--- config.mk ---
export PLATFORM = sky130hd
export DESIGN_NAME = ysyx_22041207_dcache_ctrl
export DESIGN_NICKNAME = d
export VERILOG_FILES = /design/src/rtl/ysyx_22041207_dcache_ctrl.sv
export SDC_FILE = /design/constraint.sdc
export NUM_CORES = 1
export LEC_CHECK = 0
export CAP_MARGIN = 10
export CORE_AREA = 2 2 338 340
export CTS_CLUSTER_DIAMETER = 150
export DETAILED_ROUTE_END_ITERATION = 7
export DIE_AREA = 0 0 340 342
export GPL_TIMING_DRIVEN = 0
export PLACE_DENSITY_LB_ADDON = 0.2
export SYNTH_ARGS = -nofsm -noshare
export SYNTH_HDL_FRONTEND = slang
export SYNTH_SLANG_ARGS = --single-unit
--- constraint.sdc ---
create_clock -name clk -period 3.6 [get_ports clk]
set_input_delay 1.08 -clock clk [delete_from_list [all_inputs] [get_ports clk]]
set_output_delay 1.08 -clock clk [all_outputs]
set_load 0.02 [all_outputs]
--- src/rtl/ysyx_22041207_dcache_ctrl.sv ---
// Request-side controller for the 2-way/4-set D-cache: probes the array, forwards
// misses and write-through stores to memory, and drives cache fill/invalidate.
module ysyx_22041207_dcache_ctrl (
    input  logic        clk,
    input  logic        rst,
    input  logic        req_valid,
    output logic        req_ready,
    input  logic        req_we,
    input  logic [63:0] req_addr,
    input  logic [63:0] req_wdata,
    input  logic [7:0]  req_wmask,
    output logic        resp_valid,
    output logic [63:0] resp_rdata,
    output logic [63:0] c_read_addr,
    input  logic        c_read_hit,
    input  logic [63:0] c_read_data,
    output logic        c_fill_en,
    output logic [63:0] c_fill_addr,
    output logic [63:0] c_fill_data,
    output logic        c_inv_en,
    output logic [63:0] c_inv_addr,
    output logic [63:0] c_inv_data,
    output logic [7:0]  c_inv_mask,
    output logic        mem_req_valid,
    input  logic        mem_req_ready,
    output logic        mem_req_we,
    output logic [63:0] mem_req_addr,
    output logic [63:0] mem_req_wdata,
    output logic [7:0]  mem_req_wmask,
    input  logic        mem_resp_valid,
    input  logic [63:0] mem_resp_rdata,
    output logic [31:0] perf_hits,
    output logic [31:0] perf_misses,
    output logic [2:0]  dbg_state_o
);
    // Handshake: a request transfers on a rising edge where req_valid && req_ready;
    // mem_req fields hold stable while mem_req_valid && !mem_req_ready.
    localparam logic [2:0] S_IDLE     = 3'd0;
    localparam logic [2:0] S_LOOKUP   = 3'd1;
    localparam logic [2:0] S_MEM_REQ  = 3'd2;
    localparam logic [2:0] S_MEM_WAIT = 3'd3;
    localparam logic [2:0] S_RESP     = 3'd4;

    logic [2:0]  state_q, state_d;
    logic        we_q, we_d;
    logic [63:0] addr_q, addr_d;
    logic [63:0] wdata_q, wdata_d;
    logic [7:0]  wmask_q, wmask_d;
    logic [63:0] rdata_q, rdata_d;
    logic        miss_q, miss_d;
    logic [31:0] perf_hits_q, perf_hits_d;
    logic [31:0] perf_misses_q, perf_misses_d;

    always_comb begin
        state_d       = state_q;
        we_d          = we_q;
        addr_d        = addr_q;
        wdata_d       = wdata_q;
        wmask_d       = wmask_q;
        rdata_d       = rdata_q;
        miss_d        = miss_q;
        perf_hits_d   = perf_hits_q;
        perf_misses_d = perf_misses_q;
        case (state_q)
            S_IDLE: begin
                if (req_valid) begin
                    we_d    = req_we;
                    addr_d  = req_addr;
                    wdata_d = req_wdata;
                    wmask_d = req_wmask;
                    rdata_d = 64'd0;
                    miss_d  = 1'b0;
                    state_d = S_LOOKUP;
                end
            end
            S_LOOKUP: begin
                if (we_q) begin
                    state_d = S_MEM_REQ;
                end else if (c_read_hit) begin
                    rdata_d     = c_read_data;
                    perf_hits_d = perf_hits_q + 32'd1;
                    state_d     = S_RESP;
                end else begin
                    miss_d        = 1'b1;
                    perf_misses_d = perf_misses_q + 32'd1;
                    state_d       = S_MEM_REQ;
                end
            end
            S_MEM_REQ: begin
                if (mem_req_ready) state_d = S_MEM_WAIT;
            end
            S_MEM_WAIT: begin
                if (mem_resp_valid) begin
                    if (!we_q) rdata_d = mem_resp_rdata;
                    state_d = S_RESP;
                end
            end
            S_RESP:  state_d = S_IDLE;
            default: state_d = S_IDLE;
        endcase
    end

    always_ff @(posedge clk) begin
        if (rst) begin
            state_q       <= S_IDLE;
            we_q          <= 1'b0;
            addr_q        <= 64'd0;
            wdata_q       <= 64'd0;
            wmask_q       <= 8'd0;
            rdata_q       <= 64'd0;
            miss_q        <= 1'b0;
            perf_hits_q   <= 32'd0;
            perf_misses_q <= 32'd0;
        end else begin
            state_q       <= state_d;
            we_q          <= we_d;
            addr_q        <= addr_d;
            wdata_q       <= wdata_d;
            wmask_q       <= wmask_d;
            rdata_q       <= rdata_d;
            miss_q        <= miss_d;
            perf_hits_q   <= perf_hits_d;
            perf_misses_q <= perf_misses_d;
        end
    end

    // Every output is decoded from registered state so idle cycles present zeros.
    always_comb begin
        req_ready     = (state_q == S_IDLE) && !rst;
        resp_valid    = 1'b0;
        resp_rdata    = 64'd0;
        c_read_addr   = 64'd0;
        c_fill_en     = 1'b0;
        c_fill_addr   = 64'd0;
        c_fill_data   = 64'd0;
        c_inv_en      = 1'b0;
        c_inv_addr    = 64'd0;
        c_inv_data    = 64'd0;
        c_inv_mask    = 8'd0;
        mem_req_valid = 1'b0;
        mem_req_we    = 1'b0;
        mem_req_addr  = 64'd0;
        mem_req_wdata = 64'd0;
        mem_req_wmask = 8'd0;
        case (state_q)
            S_LOOKUP: begin
                c_read_addr = addr_q;
                if (we_q) begin
                    c_inv_en   = 1'b1;
                    c_inv_addr = addr_q;
                    c_inv_data = wdata_q;
                    c_inv_mask = wmask_q;
                end
            end
            S_MEM_REQ: begin
                mem_req_valid = 1'b1;
                mem_req_we    = we_q;
                mem_req_addr  = {addr_q[63:3], 3'b000};
                mem_req_wdata = wdata_q;
                mem_req_wmask = we_q ? wmask_q : 8'd0;
            end
            S_RESP: begin
                resp_valid = 1'b1;
                resp_rdata = we_q ? 64'd0 : rdata_q;
                if (miss_q) begin
                    c_fill_en   = 1'b1;
                    c_fill_addr = {addr_q[63:3], 3'b000};
                    c_fill_data = rdata_q;
                end
            end
            default: ;
        endcase
    end

    assign perf_hits   = perf_hits_q;
    assign perf_misses = perf_misses_q;
    assign dbg_state_o = state_q;

endmodule

==> results.sh <==
export IMPL_regArea_sq_mm=0.00540
export IMPL_path_clk_slew_ps=50
export IMPL_tns_ps=0
export IMPL_clk_path_buf_depth=3
export IMPL_clkPwrFrac_pct=38.8
export IMPL_synth_compound_area_share_pct=8.07
export IMPL_wl_um=104000
export IMPL_grt_pass1_wl_um=142000
export IMPL_maxCapViolCount=0
export IMPL_die_width_um=340
export IMPL_hold_depth=2
export IMPL_drv_slew=0
export IMPL_layout_drive_gt1_share_pct=20.4
export IMPL_grt_antenna_before_repair=21
export IMPL_area_growth_pct=78.6
export IMPL_ys_ff_latch=269
export IMPL_synth_area_leaders="dfxtp_1 (36%), and3_1 (11%), and2_1 (11%)"
export IMPL_ff2ff_setup_slack_ps=470
export IMPL_grt_pass1_vias=17798
export IMPL_outcome="finished, final reports clean"
export IMPL_reg2reg_from="dbg_state_o[0]$_SDFFE_PP0P_"
export IMPL_hold_viol_final=0
export IMPL_vias_per_cell=4.01
export IMPL_grt_max_degree=11
export IMPL_rows=124
export IMPL_finalCritPeriodShare_pct=97.8
export IMPL_synthXorXnorAreaFrac_pct=1.05
export IMPL_ys_types=39
export IMPL_crit_start="dbg_state_o[1]$_SDFFE_PP0P_"
export IMPL_htree_levels=2
export IMPL_power_frac_seq_pct=33.4
export IMPL_insertion_delay_ps=590
export IMPL_p_comb_share_pct=27.8
export IMPL_max_slew_margin_pct=19.6
export IMPL_gp_congestion=0.849
export IMPL_final_area_sq_mm=0.0269
export IMPL_initial_core_util_pct=13.3
export IMPL_ios=872
export IMPL_pre_cts_ws_ps=-1880
export IMPL_switching_share_pct=34.8
export IMPL_switchingPower_mw=3.66
export IMPL_leakage_nw=11.9
export IMPL_avgSynthCellArea_sq_um=7.67
export IMPL_r2r_end="perf_hits[30]$_SDFFE_PP0P_"
export IMPL_firstDrtPassIters=5
export IMPL_yosysTopAreaCell="dfxtp_1"
export IMPL_rsz0062_at_grt="yes"
export IMPL_overflow=0
export IMPL_cts_tree="done"
export IMPL_die_y_um=342
export IMPL_critPathArrivalTime_ps=2440
export IMPL_timing_final_ws_setup_ps=78.2
export IMPL_dpl_cell_area_sq_mm=0.0257
export IMPL_worstRegToRegCells=7
export IMPL_path_max_fanout=10
export IMPL_nNetsFinal=3162
export IMPL_clk_root_buffer_cell="clkbuf_16"
export IMPL_crit_type="flop to output port"
export IMPL_fmax_mhz=284
export IMPL_min_from="wdata_q[25]$_SDFFE_PP0P_"
export IMPL_drtIter0Drc=839
export IMPL_crit_end="mem_req_addr[44]"
export IMPL_setup_violations=0
export IMPL_syn_area_sq_mm=0.0151
export IMPL_start_kind="flop"
export IMPL_vias=17830
export IMPL_clock_skew_final_ps=12.0
export IMPL_place_hpwl_um=83600
export IMPL_seq_area_frac_synth_pct=35.8
export IMPL_yosys_area_share_simple_pct=40.2
export IMPL_die_area_sq_mm=0.116
export IMPL_cp_data_required_time_ps=2520
export IMPL_synth_top_area_share_pct=35.8
export IMPL_synth_top_family_by_area="simple AND/OR/NAND/NOR gates"
export IMPL_synthAdderAreaFrac_pct=0.166
export IMPL_muxShareOfSynthArea_pct=9.61
export IMPL_power_density_mw_per_mm2=391
export IMPL_fin_crit_ps=3520
export IMPL_postSynthCellCount=1963
export IMPL_cts_buffers=39
export IMPL_post_route_drc_count=0
export IMPL_p_int_mw=6.85
export IMPL_ir_drop_v=0.000340
export IMPL_core_area_sq_mm=0.113
export IMPL_antenna_left=0
export IMPL_portBuffers=865
export IMPL_crit_path_end_kind="output port"
export IMPL_wl_per_cell_um=23.4
export IMPL_yosys_warnings=0
export IMPL_multiInputGateArea_sq_mm=0.00900
export IMPL_fillers=12719
export IMPL_cts_sinks=269
export IMPL_tightestPinTransition_ps=1210
export IMPL_min_path_type="flop to flop"
export IMPL_track_usage_pct=17.0
==> power groups by stage <==
stage / registers [mW] / logic [mW] / clock network [mW]
4_1_cts: 3.51 / 2.98 / 4.23
3_5_place_dp: 3.56 / 2.78 / 0
5_1_grt: 3.55 / 3.16 / 4.33
6_report: 3.51 / 2.92 / 4.07
2_1_floorplan: 3.41 / 1.36 / 0
3_3_place_gp: 3.56 / 2.77 / 0
==> how the worst min path moves through the flow <==
| stage | slack (ps) | endpoint |
|---|---|---|
| 2_1_floorplan | 440 | wdata_q[48]$_SDFFE_PP0P_ |
| 3_3_place_gp | 450 | wdata_q[52]$_SDFFE_PP0P_ |
| 3_5_place_dp | 450 | wdata_q[25]$_SDFFE_PP0P_ |
| 4_1_cts | 460 | wdata_q[25]$_SDFFE_PP0P_ |
| 5_1_grt | 490 | wmask_q[6]$_SDFFE_PP0P_ |
| 6_report | 460 | wdata_q[25]$_SDFFE_PP0P_ |
==> cell families after synthesis <==
family                     count (synthesis)
and+or+nand+nor                         1114
DFF                                      269
AOI/OAI and AO/OA                        225
buffers and inverters                    198
muxes                                    136
xor gates and xnor gates                  18
adders and majority gates                  2
other                                      1
==> worst max-delay path: stages, from the launching register on <==
cell       delay, ps
dfxtp_4          390
clkbuf_16        180
nor3b_4          250
buf_8            200
clkbuf_16        190
clkbuf_8         190
and2_1           240
buf_4            180
==> layer usage <==
metal / wire, um / GRT usage (%)
met1: 43500 / 20.9
met2: 49300 / 28.7
met4: 2980 / 4.98
met3: 8030 / 4.93
met5: 27 / 0
==> state kept, by name (all words and copies together), names as in the netlist <==
signal / flops
wdata_q: 64
perf_hits: 32
dbg_state_o: 3
perf_misses: 32
we_q: 1
miss_q: 1
wmask_q: 8
addr_q: 64
rdata_q: 64
==> area by class of cell <==
type	instances	area share [%]
antenna	13	0.121
clock buffer	59	4.32
clock inverter	11	0.563
inverter	6	0.0837
sequential	269	20.1
buffer	190	4.89
tap	1512	7.03
multi-input combinational	1501	33.4
timing repair buffer	882	29.5
==> per-stage QoR <==
step                      instances  hold slack [ps]  util (%)  power, mW
final                          4443              461      23.8       10.5
after global routing           4433              487      23.8       11.0
after CTS                      4428              462      24.2       10.7
after detailed placement       4348              455      22.7       6.34
after global placement         4345              452      22.7       6.33
after floorplan                1968              440         -       4.77
==> layout by cell type, fill, tap and decap left out, types with 25 or more instances in the layout <==
cell             netlist  final
or4_1                 31     31
and3_1               276    272
clkbuf_1             169     99
clkdlybuf4s15_1        0     64
nand2_1              359    359
nor2_1                26     26
nand3_1               25     25
and2_1               258    252
clkbuf_16              0     49
dfxtp_1              269    265
clkdlybuf4s15_2        0    133
nand2b_1              64     64
mux2i_1               67     67
o31ai_1               30     30
dlygate4sd2_1          0    134
a21oi_1              181    181
clkbuf_2               0    118
mux2_2                69     69
buf_2                  9     98
clkdlybuf4s50_1        0    337
clkbuf_8               0     32
==> synth_stat cells <==
library cell / n
nor4_1: 9
nor2_1: 26
nor3_1: 9
o221a_2: 1
and3b_1: 1
o31ai_1: 30
and4b_1: 1
buf_2: 9
or4_1: 31
buf_1: 8
nand4_1: 20
nand2_1: 359
or4_4: 1
mux2_2: 69
inv_1: 6
or3b_2: 1
nor2b_1: 8
and4_1: 9
nand2b_1: 64
a21oi_1: 181
o22ai_1: 1
mux2i_1: 67
a22oi_1: 1
buf_4: 6
xor2_1: 9
o31a_1: 1
and2_1: 258
o21ai_0: 10
and3_1: 276
conb_1: 1
or4b_1: 1
xnor2_1: 9
nor3b_1: 3
nand3_1: 25
dfxtp_1: 269
clkbuf_1: 169
nor4b_1: 1
or3_1: 11
ha_1: 2
==> what timing repair did <==
item	4_1_cts	5_1_grt
resized for setup	1370	249
cloned	2	1
setup buffers	10	1
pin swaps	1	2
endpoints found under the setup margin	541	327
hold buffers	0	0
(Power assumes the default switching activity.)
